**src/rtl/gnr_attractor_ctrl.sv**
```systemverilog
// Floyd tortoise/hare attractor search sequencer for a dual-state boolean-network node array.
// Optional period measurement after the meeting point: define ATTR_PERIOD_EN.
module gnr_attractor_ctrl #(
  parameter int N_NODES = 188,
  parameter int CNT_W   = 32
) (
  input  logic               clk,
  input  logic               rst,
  input  logic [CNT_W-1:0]   cfg_max_steps,
  input  logic               in_valid,
  output logic               in_ready,
  input  logic [N_NODES-1:0] in_state,
  output logic               nos_reset,
  output logic [N_NODES-1:0] nos_init,
  output logic               nos_start_s0,
  output logic               nos_start_s1,
  input  logic [N_NODES-1:0] nos_s0,
  input  logic [N_NODES-1:0] nos_s1,
  output logic               out_valid,
  input  logic               out_ready,
  output logic [CNT_W-1:0]   out_steps,
  output logic [N_NODES-1:0] out_state,
  output logic               out_timeout,
  output logic [CNT_W-1:0]   out_period
);

  typedef enum logic [2:0] {S_IDLE, S_LOAD, S_RUN, S_PERIOD, S_DONE} state_t;

  state_t           state;
  logic [CNT_W-1:0] lim;
  logic [CNT_W-1:0] t;
  logic             eq;
  logic             match;
  logic             t_hit;
  logic             run_go;

  function automatic logic [CNT_W-1:0] sat_inc(input logic [CNT_W-1:0] v);
    return (&v) ? v : v + 1'b1;
  endfunction

  // t==1 always compares equal (both copies took exactly one step), so it is ignored.
  assign eq     = (nos_s0 == nos_s1);
  assign match  = eq && (t >= CNT_W'(2));
  assign t_hit  = (t == lim);
  assign run_go = (state == S_RUN) && !match && !t_hit;

  assign nos_reset = (state == S_LOAD);

`ifdef ATTR_PERIOD_EN
  logic [CNT_W-1:0] p;
  logic             per_done;
  logic             p_hit;
  logic             per_go;

  assign per_done = (p != '0) && eq;
  assign p_hit    = (p == lim);
  // s0 stays frozen at the meeting state while s1 walks the cycle.
  assign per_go   = (state == S_PERIOD) && !per_done && !p_hit;
`else
  logic per_go;
  assign per_go     = 1'b0;
  assign out_period = '0;
`endif

  assign nos_start_s0 = run_go;
  assign nos_start_s1 = run_go | per_go;

  always_ff @(posedge clk) begin
    if (rst) begin
      state       <= S_IDLE;
      in_ready    <= 1'b1;
      nos_init    <= '0;
      lim         <= '0;
      t           <= '0;
      out_valid   <= 1'b0;
      out_steps   <= '0;
      out_state   <= '0;
      out_timeout <= 1'b0;
`ifdef ATTR_PERIOD_EN
      p           <= '0;
      out_period  <= '0;
`endif
    end else begin
      case (state)
        S_IDLE: begin
          if (in_valid) begin
            nos_init <= in_state;
            lim      <= cfg_max_steps;
            in_ready <= 1'b0;
            state    <= S_LOAD;
          end
        end
        S_LOAD: begin
          t           <= '0;
          out_timeout <= 1'b0;
`ifdef ATTR_PERIOD_EN
          p           <= '0;
          out_period  <= '0;
`endif
          state       <= S_RUN;
        end
        S_RUN: begin
          if (match) begin
            out_steps <= t;
            out_state <= nos_s1;
`ifdef ATTR_PERIOD_EN
            p         <= '0;
            state     <= S_PERIOD;
`else
            out_valid <= 1'b1;
            state     <= S_DONE;
`endif
          end else if (t_hit) begin
            out_timeout <= 1'b1;
            out_steps   <= t;
            out_state   <= nos_s1;
            out_valid   <= 1'b1;
            state       <= S_DONE;
          end else begin
            t <= sat_inc(t);
          end
        end
`ifdef ATTR_PERIOD_EN
        S_PERIOD: begin
          if (per_done) begin
            out_period <= p;
            out_valid  <= 1'b1;
            state      <= S_DONE;
          end else if (p_hit) begin
            out_timeout <= 1'b1;
            out_period  <= '0;
            out_valid   <= 1'b1;
            state       <= S_DONE;
          end else begin
            p <= sat_inc(p);
          end
        end
`endif
        S_DONE: begin
          if (out_ready) begin
            out_valid <= 1'b0;
            in_ready  <= 1'b1;
            state     <= S_IDLE;
          end
        end
        default: state <= S_IDLE;
      endcase
    end
  end

endmodule

```
**config.mk**
```make
export PLATFORM = sky130hd
export DESIGN_NAME = gnr_attractor_ctrl
export DESIGN_NICKNAME = d
export VERILOG_FILES = /design/src/rtl/gnr_attractor_ctrl.sv
export SDC_FILE = /design/constraint.sdc
export NUM_CORES = 1
export LEC_CHECK = 0
export ABC_CLOCK_PERIOD_IN_PS = 3000
export BUFFER_PORTS_ARGS = -buffer_cell sky130_fd_sc_hd__buf_2
export CORE_AREA = 2 2 408 410
export DETAILED_ROUTE_END_ITERATION = 8
export DIE_AREA = 0 0 410 412
export SLEW_MARGIN = 20
export SYNTH_ARGS = -nofsm -noshare
export SYNTH_HDL_FRONTEND = slang
export SYNTH_SLANG_ARGS = --single-unit
```
**constraint.sdc**
```tcl
create_clock -name clk -period 3 [get_ports clk]
set_input_delay 0.15 -clock clk [delete_from_list [all_inputs] [get_ports clk]]
set_output_delay 0.15 -clock clk [all_outputs]
set_load 0.005 [all_outputs]
```
==> results.yml <==
cts:
  cts_inserted_buffers: 59
  clock-sinks: 478
  cts_max_path_buffers: 3
  clkLatencyLatePin_ns: 0.70
  clock-root-buffer: "sky130_fd_sc_hd__clkbuf_16"
  cts_htree_levels: 2
  tritoncts: "done"
  worst_setup_hold_path_clk_slew_ns: 0.06
cells_and_area:
  layout-drive-gt1-share_pct: 31.2
  layout.nets: 4524
  final_cell_mix: "sky130_fd_sc_hd__buf_2 (1002), sky130_fd_sc_hd__nand2_1 (471), sky130_fd_sc_hd__dfxtp_1 (470)"
  multi_input_comb_area_um2: 11800
  final_common_cell: "sky130_fd_sc_hd__buf_2"
  finish.cell_count_without_fillers: 6173
  seqCellArea_um2: 9580
  final_util_pct: 22.1
  final_cell_area_um2: 36300
  synthToLayoutAreaGrowth_pct: 63.7
  n_fill_cell: 17989
sta:
  worst_pin_slew_ns: 0.973
  hold_violations: 0
  slew_viol_final: 0
  report.final.setup_viol: 0
  final.period_utilization_pct: 96.2
  fin_setup_tns_ns: 0
  max-slew-margin-rel_pct: 34.9
  fmax_mhz: 347
  final_worst_clock_skew_ns: 0.0235
  clock_period_minus_final_worst_setup_slack_ns: 2.89
placement:
  dp.final_hpwl_um: 113000
  placed_cell_count: 5639
  finalWeightedCongestion: 0.979
  port_buffers: 1013
  placed_cell_area_um2: 29900
die:
  floorplan.rows: 149
  die-area_um2: 169000
  die_w_um: 410
  core_area_um2: 164000
  effective_utilization_at_floorplan_pct: 13.5
  die_h_um: 412
  ioPinCount: 1046
routing:
  num_vias: 23365
  drt_drc_violations_left: 0
  wire_per_inst_um: 22.6
  drt_first_iter_violations: 1205
  drt_pass1_iterations: 4
  drt_wl_total_um: 139000
  drt-vias-per-instance: 3.79
  drt.antenna.violating_nets: 0
setup_path:
  criticalPathCategory: "primary input to output port"
  worst_ep_arrival_time_ns: 2.74
  worst_setup_path_end_kind: "output port"
  startpoint_type: "primary input"
  reg2regPathDepth: 8
  path_max_fanout: 2
  critical_r2r_launch: "t[28]"
  reg2reg_capture_point: "out_state[112]"
  cp.required_ns: 2.85
  ff2ff_setup_slack_ns: 0.33
global_route:
  gr-total-overflow: 0
  global_routing_usage_on_met2_pct: 31.0
  grt_start_max_net_pins: 167
  grt_pass1_vias: 23424
  gr-usage-met1_pct: 15.8
  grt.busiest_layer: "met2"
  met3_usage_grt_pct: 3.12
  grt_first_pass_wirelength_um: 185000
  globalRouteTotalUtil_pct: 15.7
  grt_antenna_before_repair: 43
pwr:
  power_density_nw_per_um2: 467
  power_mw: 17.0
  p_leak_nw: 15.4
  ir_drop_uv: 362
synth:
  synth_edf_count: 0
  synth.ff_latch_count: 478
  syn_avg_cell_area_um2: 8.79
  syn_inst: 2522
  syn_area_um2: 22200
  number_of_unique_standard_cell_types_used_by_synthesis: 55
  synth.yosys.seq_area_share_pct: 43.1
  yosys_most_used_dff: "sky130_fd_sc_hd__dfxtp_1"
  synthArstFlopShare_pct: 0
  ys.warnings.count: 0
flow_run:
  max_cap_violations: 0
run_status:
  outcome: "completed"
hold_path:
  origin_of_the_worst_min_delay_path: "nos_s1[179]"
  worstHoldPathType: "primary input to flop"
  holdPathEnd: "out_state[179]"
  cell_count_of_the_worst_hold_path: 3
==> per-stage QoR <==
stage | worst slack [ns] | hold slack, ns
after floorplan | 0.682 | 0.286
after global placement | -0.367 | 0.389
after detailed placement | -0.346 | 0.396
after CTS | 0.00362 | 0.0152
after global routing | -0.0145 | 0.0133
final | 0.115 | 0.0440
==> power by group <==
part	internal, mW	total, mW	switching (mW)
logic	1.26	2.79	1.54
clock network	4.30	7.50	3.20
registers	6.56	6.68	0.117
==> cell families (layout without fill, tap and decap cells) <==
kind of cell	count (synthesis)	after routing	share of synthesized area, %
compound gates	269	269	6.49
xor+xnor	220	220	8.69
fa+ha+maj	2	2	0.113
buf+inv	209	1627	5.18
flops	478	478	43.1
mux	232	232	10.5
other cells	1	45	0.0169
simple gates	1111	1111	25.9
==> synthesized netlist by cell type (2+ instances only) <==
cell type,instances,area [um^2]
sky130_fd_sc_hd__buf_6,12,135
sky130_fd_sc_hd__nor4_1,59,369
sky130_fd_sc_hd__a311oi_1,2,17.5
sky130_fd_sc_hd__nor2_1,17,63.8
sky130_fd_sc_hd__a211oi_1,2,15.0
sky130_fd_sc_hd__buf_8,9,135
sky130_fd_sc_hd__nand2b_1,440,2750
sky130_fd_sc_hd__and3_1,15,93.8
sky130_fd_sc_hd__o21ai_1,8,40.0
sky130_fd_sc_hd__xnor2_1,40,350
sky130_fd_sc_hd__o211ai_2,3,37.5
sky130_fd_sc_hd__and2_1,4,25.0
sky130_fd_sc_hd__nor3_1,13,65.1
sky130_fd_sc_hd__and4_1,6,52.6
sky130_fd_sc_hd__a31oi_1,9,56.3
sky130_fd_sc_hd__mux2i_1,232,2320
sky130_fd_sc_hd__buf_2,10,50.1
sky130_fd_sc_hd__o211ai_1,4,30.0
sky130_fd_sc_hd__nand4_1,30,188
sky130_fd_sc_hd__nand3b_1,2,15.0
sky130_fd_sc_hd__buf_4,38,285
sky130_fd_sc_hd__xor2_1,180,1580
sky130_fd_sc_hd__nand2_1,472,1770
sky130_fd_sc_hd__nor3b_1,6,45.0
sky130_fd_sc_hd__or3_1,17,106
sky130_fd_sc_hd__o221ai_1,2,17.5
sky130_fd_sc_hd__clkbuf_1,134,503
sky130_fd_sc_hd__o21ai_0,2,10.0
sky130_fd_sc_hd__nand3_1,21,105
sky130_fd_sc_hd__ha_1,2,25.0
sky130_fd_sc_hd__dfxtp_1,478,9570
sky130_fd_sc_hd__a21oi_1,228,1140
sky130_fd_sc_hd__inv_1,3,11.3
==> layer usage <==
layer  share of wire, %  vias up  routed length [um]
li1                   -    11094                   -
met1                 36    11122               49500
met2                 54      875               75900
met3                5.2      240                7300
met4                4.6       34                6440
met5               0.16        -                 218
==> worst max-delay path: stages <==
cell and delay (ns):
sky130_fd_sc_hd__dlygate4sd3_1 0.53, sky130_fd_sc_hd__buf_2 0.16, sky130_fd_sc_hd__xor2_1 0.27, sky130_fd_sc_hd__nor4_2 0.30, sky130_fd_sc_hd__nand3_1 0.24, sky130_fd_sc_hd__nor4_2 0.36
sky130_fd_sc_hd__nand4_1 0.16, sky130_fd_sc_hd__buf_6 0.17, sky130_fd_sc_hd__buf_12 0.12, sky130_fd_sc_hd__nand3_4 0.10, sky130_fd_sc_hd__inv_6 0.05, sky130_fd_sc_hd__buf_6 0.11
==> sequential cells by signal, summed over array words and instances (netlist names) <==
signal / cells
in_ready: 1
lim: 32
nos_init: 188
out_state: 188
out_steps: 32
out_timeout: 1
out_valid: 1
state: 3
t: 32
==> layout make-up <==
| class | instances | share of cell area [%] |
|---|---|---|
| diodes | 13 | 0.0896 |
| clock buffers | 92 | 4.85 |
| clock inverters | 18 | 0.596 |
| inverters | 4 | 0.0551 |
| multi-input cells | 1866 | 32.4 |
| flip-flops and latches | 478 | 26.4 |
| well taps | 2189 | 7.54 |
| repair buffers | 1513 | 28.1 |
==> worst max path at each step <==
stage,start,slack [ns],cells past startpoint,endpoint
floorplan,t[1],0.68,10,t[26]
global placement,nos_s1[147],-0.37,11,out_steps[27]
detailed placement,nos_s1[147],-0.35,11,out_state[11]
CTS,nos_s1[153],0.004,13,nos_start_s0
global route,t[6],-0.01,10,nos_start_s0
finish,nos_s1[97],0.11,12,nos_start_s0
==> what timing repair did <==
item / in CTS / in global routing
pin swaps: 7 / 18
gates resized for setup: 29 / 29
setup endpoints to repair: 2 / 147
buffers inserted: 3 / 0
hold endpoints to repair: 411 / 1
hold buffers: 410 / 1
cloned: 1 / 0
(Power assumes the default switching activity.)
